## config.mk

```make
export PLATFORM = sky130hd
export DESIGN_NAME = lif_neuron_array
export DESIGN_NICKNAME = d
export VERILOG_FILES = /design/src/rtl/lif_pkg.sv /design/src/rtl/lif_update.sv /design/src/rtl/lif_neuron_array.sv
export SDC_FILE = /design/constraint.sdc
export NUM_CORES = 1
export LEC_CHECK = 0
export ABC_AREA = 1
export CAP_MARGIN = 40
export CORE_MARGIN = 3
export CORE_UTILIZATION = 56
export DETAILED_ROUTE_END_ITERATION = 10
export GPL_ROUTABILITY_DRIVEN = 0
export PLACE_DENSITY = 0.86
export SYNTH_ARGS = -nofsm -noshare
export SYNTH_HDL_FRONTEND = slang
export SYNTH_SLANG_ARGS = --single-unit
```

## constraint.sdc

```tcl
create_clock -name clk -period 4.1 [get_ports clk]
set_input_delay 0.82 -clock clk [delete_from_list [all_inputs] [get_ports clk]]
set_output_delay 0.82 -clock clk [all_outputs]
set_load 0.1 [all_outputs]
```

## src/rtl/lif_pkg.sv

```systemverilog
// Shared types and constants for the LIF neuron array: FSM states, default
// sizing and the saturating add used for membrane integration.
package lif_pkg;

  typedef enum logic [1:0] {
    LIF_IDLE = 2'd0,
    LIF_SCAN = 2'd1,
    LIF_DONE = 2'd2
  } lif_state_e;

  localparam int                 DEF_N_NEURONS  = 8;
  localparam int                 DEF_W_POT      = 16;
  localparam logic signed [15:0] DEF_THRESHOLD  = 16'sh2710;
  localparam int                 DEF_REFRACT    = 4;
  localparam int                 DEF_LEAK_SHIFT = 4;

  // Sum carried one bit wider than any supported potential (up to 32 bits),
  // then clamped to the signed range of a w-bit value.
  function automatic logic signed [31:0] sat_add(input logic signed [31:0] a,
                                                 input logic signed [31:0] b,
                                                 input int w);
    logic signed [32:0] s;
    logic signed [32:0] hi;
    logic signed [32:0] lo;
    s  = {a[31], a} + {b[31], b};
    hi = (33'sd1 <<< (w - 1)) - 33'sd1;
    lo = -(33'sd1 <<< (w - 1));
    if (s > hi)      return hi[31:0];
    else if (s < lo) return lo[31:0];
    else             return s[31:0];
  endfunction

endpackage

```

## src/rtl/lif_update.sv

```systemverilog
// Combinational next-state for one neuron, shared across the array.
// Leak during the scan is enabled by defining LIF_LEAK_EN.
module lif_update
  import lif_pkg::*;
#(
  parameter int                        W_POT      = DEF_W_POT,
  parameter int                        RW         = 3,
  parameter logic signed [W_POT-1:0]   THRESHOLD  = DEF_THRESHOLD,
  parameter int                        REFRACT    = DEF_REFRACT,
  parameter int                        LEAK_SHIFT = DEF_LEAK_SHIFT
) (
  input  logic                    scan,
  input  logic signed [W_POT-1:0] pot,
  input  logic        [RW-1:0]    refr,
  input  logic signed [W_POT-1:0] weight,
  output logic signed [W_POT-1:0] pot_nxt,
  output logic        [RW-1:0]    refr_nxt,
  output logic                    fire
);

`ifdef LIF_LEAK_EN
  localparam bit LEAK_ON = 1'b1;
`else
  localparam bit LEAK_ON = 1'b0;
`endif

  // Arithmetic shift rounds toward -inf, so the subtraction never crosses zero.
  function automatic logic signed [W_POT-1:0] leak(input logic signed [W_POT-1:0] p);
    return p - (p >>> LEAK_SHIFT);
  endfunction

  logic signed [31:0] sum_w;

  assign sum_w = sat_add(32'(pot), 32'(weight), W_POT);

  always_comb begin
    pot_nxt  = pot;
    refr_nxt = refr;
    fire     = 1'b0;
    if (scan) begin
      if (refr != '0) begin
        refr_nxt = refr - RW'(1);
        pot_nxt  = '0;
      end else if (pot >= THRESHOLD) begin
        pot_nxt  = '0;
        refr_nxt = RW'(REFRACT);
        fire     = 1'b1;
      end else if (LEAK_ON) begin
        pot_nxt  = leak(pot);
      end
    end else if (refr == '0) begin
      pot_nxt = sum_w[W_POT-1:0];
    end
  end

endmodule

```

## src/rtl/lif_neuron_array.sv

```systemverilog
// Time-multiplexed array of LIF neurons: integrates weighted events while idle
// and scans every neuron once per tick. Optional leak via LIF_LEAK_EN.
module lif_neuron_array
  import lif_pkg::*;
#(
  parameter int                      N_NEURONS  = DEF_N_NEURONS,
  parameter int                      W_POT      = DEF_W_POT,
  parameter logic signed [W_POT-1:0] THRESHOLD  = DEF_THRESHOLD,
  parameter int                      REFRACT    = DEF_REFRACT,
  parameter int                      LEAK_SHIFT = DEF_LEAK_SHIFT,
  localparam int                     IW         = (N_NEURONS > 1) ? $clog2(N_NEURONS) : 1
) (
  input  logic                    clk,
  input  logic                    rst,
  input  logic                    en,
  input  logic                    in_valid,
  output logic                    in_ready,
  input  logic        [IW-1:0]    in_idx,
  input  logic signed [W_POT-1:0] in_weight,
  input  logic                    tick,
  output logic                    spike_valid,
  output logic        [IW-1:0]    spike_idx,
  output logic                    scan_done,
  output logic                    tick_overrun
);

  localparam int RW = (REFRACT > 0) ? $clog2(REFRACT + 1) : 1;

  lif_state_e state, state_nxt;

  logic        [IW-1:0]    scan_idx;
  logic signed [W_POT-1:0] pot  [N_NEURONS];
  logic        [RW-1:0]    refr [N_NEURONS];

  logic                    scan_act;
  logic                    scan_last;
  logic                    accept;
  logic        [IW-1:0]    sel_idx;
  logic                    sel_ok;
  logic signed [W_POT-1:0] sel_pot;
  logic        [RW-1:0]    sel_refr;
  logic signed [W_POT-1:0] pot_nxt;
  logic        [RW-1:0]    refr_nxt;
  logic                    fire;
  logic                    wr_en;
  logic                    spike_vld_p1;
  logic        [IW-1:0]    spike_idx_p1;
  logic                    overrun;

  assign in_ready  = en & ~rst & (state == LIF_IDLE);
  assign accept    = in_valid & in_ready;
  assign scan_act  = (state == LIF_SCAN);
  assign scan_last = (scan_idx == IW'(N_NEURONS - 1));

  // One update slice serves the accumulate port in IDLE and the scan in SCAN.
  assign sel_idx  = scan_act ? scan_idx : in_idx;
  assign sel_ok   = (int'(sel_idx) < N_NEURONS);
  assign sel_pot  = sel_ok ? pot[sel_idx]  : '0;
  assign sel_refr = sel_ok ? refr[sel_idx] : '0;
  assign wr_en    = sel_ok & (scan_act ? en : accept);

  lif_update #(
    .W_POT      (W_POT),
    .RW         (RW),
    .THRESHOLD  (THRESHOLD),
    .REFRACT    (REFRACT),
    .LEAK_SHIFT (LEAK_SHIFT)
  ) u_update (
    .scan     (scan_act),
    .pot      (sel_pot),
    .refr     (sel_refr),
    .weight   (in_weight),
    .pot_nxt  (pot_nxt),
    .refr_nxt (refr_nxt),
    .fire     (fire)
  );

  always_comb begin
    state_nxt = state;
    if (en) begin
      unique case (state)
        LIF_IDLE: if (tick)      state_nxt = LIF_SCAN;
        LIF_SCAN: if (scan_last) state_nxt = LIF_DONE;
        LIF_DONE:                state_nxt = LIF_IDLE;
        default:                 state_nxt = LIF_IDLE;
      endcase
    end
  end

  // p1: neuron evaluation registered into the arrays and the spike output.
  always_ff @(posedge clk) begin
    if (rst) begin
      state        <= LIF_IDLE;
      scan_idx     <= '0;
      spike_vld_p1 <= 1'b0;
      spike_idx_p1 <= '0;
      overrun      <= 1'b0;
      for (int i = 0; i < N_NEURONS; i++) begin
        pot[i]  <= '0;
        refr[i] <= '0;
      end
    end else begin
      state <= state_nxt;
      if (wr_en) begin
        pot[sel_idx]  <= pot_nxt;
        refr[sel_idx] <= refr_nxt;
      end
      if (en) begin
        spike_vld_p1 <= scan_act & fire;
        if (scan_act & fire) spike_idx_p1 <= scan_idx;
        if (scan_act)        scan_idx     <= scan_last ? '0 : scan_idx + IW'(1);
        if (tick && state != LIF_IDLE) overrun <= 1'b1;
      end
    end
  end

  // A held spike reappears when en returns, so a stall delays it rather than dropping it.
  assign spike_valid  = spike_vld_p1 & en;
  assign spike_idx    = spike_idx_p1;
  assign scan_done    = en & (state == LIF_DONE);
  assign tick_overrun = overrun;

endmodule

```

# Yosys cells after proc, flatten, opt, wreduce, memory -nomap -nowiden
# Memory sizes are Yosys's and may differ from the RTL's.
# Cells that the tools add are included.
# totals
mem_count	2
ff_bits	10
inputBits	24
word_cells	65
ram_bits	152
output_inout_bits	7
# mem_list
memory	depth	word_bits	rd	rd_clocked_by_memory_dff	wr	line	rtl
pot	8	16	1	0	8	lif_neuron_array.sv:32	logic signed [W_POT-1:0] pot [N_NEURONS];
refr	8	3	1	0	8	lif_neuron_array.sv:33	logic [RW-1:0] refr [N_NEURONS];
# op_classes
n_reduce_logical	11
n_eq_ne	5
bitwise_logic	7
add_sub_neg	3
n_mux	29
magnitude_cmp	3
# ops
operator	n
16-bit 2-to-1 mux	7
3-bit 2-to-1 mux	8
16-bit by 16-bit adder with 17-bit output	1
17-bit by 16-bit > comparator with 1-bit output, second input constant	1
17-bit by 16-bit < comparator with 1-bit output, second input constant	1
16-bit by 15-bit greater-or-equal comparator with 1-bit output, second input constant	1
16-bit OR reduction	1
1-bit 2-to-1 mux	11
1-bit bitwise AND	6
2-bit AND reduction	3
2-bit 2-to-1 mux	2
2-bit case mux with 2 select lines	1
3-bit by 1-bit adder with 3-bit output, second input constant	1
3-bit equality test, second input constant	1
3-bit logical NOT	1
3-bit AND reduction	1
3-bit nonzero test	1
3-bit OR reduction	1
3-bit by 1-bit subtractor with 3-bit output, second input constant	1
2-bit by 1-bit equality test with 1-bit output, second input constant	1
2-bit equality test, second input constant	1
2-bit logical NOT	1
2-bit by 1-bit inequality test with 1-bit output, second input constant	1
2-bit inequality test, second input constant	1
other kinds (3)	3

# Depth between registers and ports, before layout
# depth
ltp_word	10
depth_mapped	30
ltp_nobuf	27

# By module
# Synthesis repeated with hierarchy kept, for this count alone.
# unflattened
hier_cells	1234
hier_area_um2	9857.0
# modules_own_cells
module	area_per_inst_um2	instances	seq_area_each_um2	cells_each
lif_neuron_array	8251.7	1	4764.6	940
lif_update	1605.3	1	0.0	294

# Least setup slack after synthesis
# No wires, ideal clock.
# synth_timing
kind	input-to-reg
startpoint	in rst
endpoint	mem pot[1][0] (netlist name), enable pin
t_arrival_ns	4.684
setup_slack_ns	-0.959
setup_ns	0.376
path_stages	7
t_required_ns	3.724
n_path_buf	2
cell_sequence	clkbuf_1 > nor3_1 > a22oi_1 > nor2_1 > inv_1 > clkbuf_1 > nand2_1
# synth_rtl
item	line	rtl
start, declared	lif_neuron_array.sv:14	input logic rst,
end, declared	lif_neuron_array.sv:32	

==> summary.txt <==
Setup path
  • Critical Path End Type: register
  • Reg2reg setup slack: -460 ps
  • CP delay by family, top: simple AND/OR/NAND/NOR gates
  • Critical path type: reg2reg
  • Critical register-to-register path endpoint: pot[5][14]$_SDFFCE_PN0P_
  • CP max stage delay: 830 ps
  • Cell Chain, Critical Path: buf_4 -> nand3_1 -> nand2_4 -> buf_4 -> nand3_2 -> buf_6 -> o22a_1 -> nand4_1 -> inv_2 -> ha_4 -> nand2_2 -> a21oi_2 -> nand3_1 -> nand2_2 -> buf_4 -> nand3_1 -> o21ai_0 -> xor2_1 -> nand2_2 -> nand2_2 -> nand2_4 -> a21oi_1
  • Startpoint Class: register
  • CP Data Arrival Time: 4730 ps
  • Worst Path Required: 4270 ps
  • Worst R2R Path Depth: 22
  • Worst r2r src: state[0]$_SDFFE_PP0P_
  • CP bufs+invs: 5
  • Max FO, Critical Path: 8
  • Slowest stage cell on the critical path: o21ai_0
  • Cell mode on critical path: nand2_2
  • Number of cells on the critical path: 22

Route
  • Vias/cell: 6.44
  • 1st-iter DRT viols: 1,670
  • Routed WL per cell: 22.8 um
  • Detail Route Antenna Nets: 0
  • DRC Markers: 0
  • Final WL: 33,700 um
  • Vias: 9,532
  • Pre-antenna DRT Iters: 8

Clock network
  • CTS root buffer: clkbuf_16
  • Clock Latency Late Sink: 440 ps
  • Clock Tree Buf Depth: 2
  • Clock Pin Slew Worst Setup and Hold Paths: 60 ps
  • TritonCTS clock tree: built
  • TritonCTS Buffers: 17
  • Num Clock Sinks: 162
  • H-tree lvl count: 4

Finish
  • Area growth, synth to finish: 27.9%
  • Cell Count, Final, Fillers Out: 1,479
  • ANT cells: 0
  • Nets: 1,295
  • Share of layout cells above drive strength 1: 23.1%
  • Fin util: 74.2%

STA
  • Min Hold Slack: 480 ps
  • Final Setup Violations: 120
  • Count of final max-slew check failures: 0
  • Slew headroom: 29.4%
  • FMAX: 219 MHz
  • Endpoints failing hold: 0
  • Setup ws final: -457 ps
  • Least-Margin Pin Slew: 1050 ps
  • Final critical-path required period: 4560 ps
  • Fin crit share: 111%
  • Skew final: 16.8 ps
  • Setup TNS: -14,330 ps

Pwr
  • Sequential power share: 35.8%
  • Logic pwr share: 36.0%
  • Worst VDD drop: 0.000477 V
  • Design Power: 0.00534 W
  • NetSw: 0.00198 W
  • Cell internal pwr: 0.00336 W
  • Clock network power share: 28.2%
  • Switching Fraction: 37.1%
  • Pwr dens: 446 mW/mm^2
  • P_leak: 5.30 nW

Synthesis
  • Synthesized cell area: 0.00935 mm^2
  • Synth Register Bits: 162
  • Cell count after synthesis: 1,103
  • Post-synth EDFFs: 152
  • Ys async rst share: 0%
  • Synth unique cells: 43
  • Main synth FF type: edfxtp_1
  • Yosys warns: 0
  • Mean area per synthesized cell: 8.48 um^2
  • Share of the yosys chip area belonging to registers: 50.9%
  • Synthesized net count: 1,148

Run status
  • Status: finished, violations left
  • Failing checks: negative setup slack

Flow run
  • Max cap viols: 0

GRT
  • Vias in the first global route: 8,684
  • Grt total ovfl: 0
  • Total track usage: 32.7%
  • Initial antenna violation count: 0
  • Largest net degree at the start of global routing: 24
  • Global-route wire length before repair: 45,400 um

Hold path
  • Hold Startpoint: spike_vld_p1$_SDFFE_PP0P_
  • Worst min-delay path class: reg2reg
  • Hold path cells: 2
  • Hold EP: spike_vld_p1$_SDFFE_PP0P_

Floorplan
  • Die height: 135 um
  • IO Count: 31
  • Initial Util: 58.0%
  • Site row count: 46
  • Die width: 135 um
  • Die ar.: 0.0183 mm^2
  • Core area: 0.0161 mm^2

Placed design
  • DP Cell Count: 1,432
  • Port Buf Inserts: 30
  • DP HPWL: 19,200 um
[per-stage QoR]
| step | instance area [um^2] | setup slack, ps |
|---|---|---|
| 2_1_floorplan | 9420 | 4.87 |
| 3_3_place_gp | 10800 | -696 |
| 3_5_place_dp | 10800 | -841 |
| 4_1_cts | 11600 | 2.22 |
| 5_1_grt | 12000 | -605 |
| 6_report | 12000 | -457 |
[flip-flops by register name (all words and copies together) (netlist names)]
| name | count |
|---|---|
| pot | 128 |
| refr | 24 |
| scan_idx | 3 |
| spike_idx | 3 |
| state | 2 |
| spike_vld_p1 | 1 |
| tick_overrun | 1 |
[cell families (layout without fill, tap and decap cells)]
| logic type | Yosys count | in the layout | synth area share, % |
|---|---|---|---|
| AND/OR/NAND/NOR | 491 | 492 | 23.6 |
| adder cells (fa/ha/maj) | 21 | 21 | 2.89 |
| AO/OA/AOI/OAI | 215 | 215 | 12.6 |
| buffers and inverters | 200 | 359 | 8.71 |
| XOR/XNOR | 14 | 14 | 1.31 |
| flip-flops | 162 | 162 | 50.9 |
[per-layer routing]
layer,up-vias,GRT usage (%),wire length (um)
met5,-,0,0
met4,0,16.2,3150
met3,320,8.84,4860
met2,919,54.0,15300
met1,4319,39.6,10400
li1,3974,-,-
[final cells by class]
cell class | count | area (um^2)
Timing Repair Buffer | 178 | 1570
Inverter | 149 | 562
Sequential cell | 162 | 4760
Tap cell | 216 | 270
Fill cell | 923 | 4160
Multi-Input combinational cell | 742 | 4240
Clock buffer | 19 | 454
Clock inverter | 13 | 96.3
[cell usage after synthesis, types with 3 or more instances]
master | instances | area (um^2)
xor2_1 | 11 | 96.3
o21bai_1 | 4 | 30.0
o22ai_1 | 3 | 18.8
xnor2_1 | 3 | 26.3
nor3_1 | 9 | 45.0
nand4_4 | 9 | 191
ha_1 | 20 | 250
inv_2 | 9 | 33.8
o21ai_0 | 10 | 50.1
o21ai_1 | 4 | 20.0
nand3b_1 | 19 | 143
a22oi_1 | 4 | 30.0
buf_2 | 17 | 85.1
nand2_1 | 342 | 1280
clkbuf_1 | 27 | 101
edfxtp_1 | 152 | 4560
nand2_2 | 3 | 18.8
nand4_1 | 10 | 62.6
o22a_1 | 11 | 96.3
buf_4 | 5 | 37.5
inv_1 | 138 | 518
a21oi_1 | 167 | 836
dfxtp_1 | 10 | 200
nor2_1 | 56 | 210
nand3_1 | 38 | 190
[layout by cell type, fill, tap and decap left out, types with 6 or more instances in the layout]
cell and instances:
ha_1 15, clkbuf_16 18, a21oi_2 12, xor2_1 10
nand2_4 21, dfxtp_1 10, clkdlybuf4s50_1 24, inv_4 6
nand2_1 298, o21ai_0 9, nand2_2 27, nor2_1 55
nand3_1 31, buf_6 10, o22a_1 11, buf_12 7
nand3b_1 19, inv_1 132, nand4_1 10, edfxtp_1 152
inv_2 14, nor3_1 6, a21oi_1 156, buf_4 129
nand4_4 9
[power groups by stage]
stage / sequential (W) / combinational (W) / clock [W]
after global placement: 0.00194 / 0.00143 / 0
after floorplan: 0.00194 / 0.000904 / 0
after detailed placement: 0.00194 / 0.00147 / 0
final: 0.00191 / 0.00192 / 0.00151
after CTS: 0.00191 / 0.00157 / 0.00150
after global routing: 0.00191 / 0.00201 / 0.00157
[tightest hold or removal path, delay by kind of cell, from the launching register on]
kind	cells	cell delay, ps
DFF	1	310
and+or+nand+nor	1	70
AOI/OAI and AO/OA	1	60
[worst max path at each step]
stage,from,to,slack [ps]
finish,state[0]$_SDFFE_PP0P_,pot[5][14]$_SDFFCE_PN0P_,-460
CTS,in_idx[1],pot[6][8]$_SDFFCE_PN0P_,2
global placement,in_idx[1],pot[4][7]$_SDFFCE_PN0P_,-700
floorplan,in_idx[0],pot[1][1]$_SDFFCE_PN0P_,5
global route,state[0]$_SDFFE_PP0P_,pot[3][14]$_SDFFCE_PN0P_,-600
detailed placement,in_idx[1],pot[6][6]$_SDFFCE_PN0P_,-840
[repair_timing]
| action | 4_1_cts | 5_1_grt |
|---|---|---|
| hold buffers | 0 | 0 |
| buffers inserted | 2 | 12 |
| setup endpoints to repair | 128 | 128 |
| cloned | 1 | 1 |
| pin swaps | 7 | 21 |
| gates resized for setup | 42 | 75 |
Note: power is estimated with default switching activity, not from simulation.
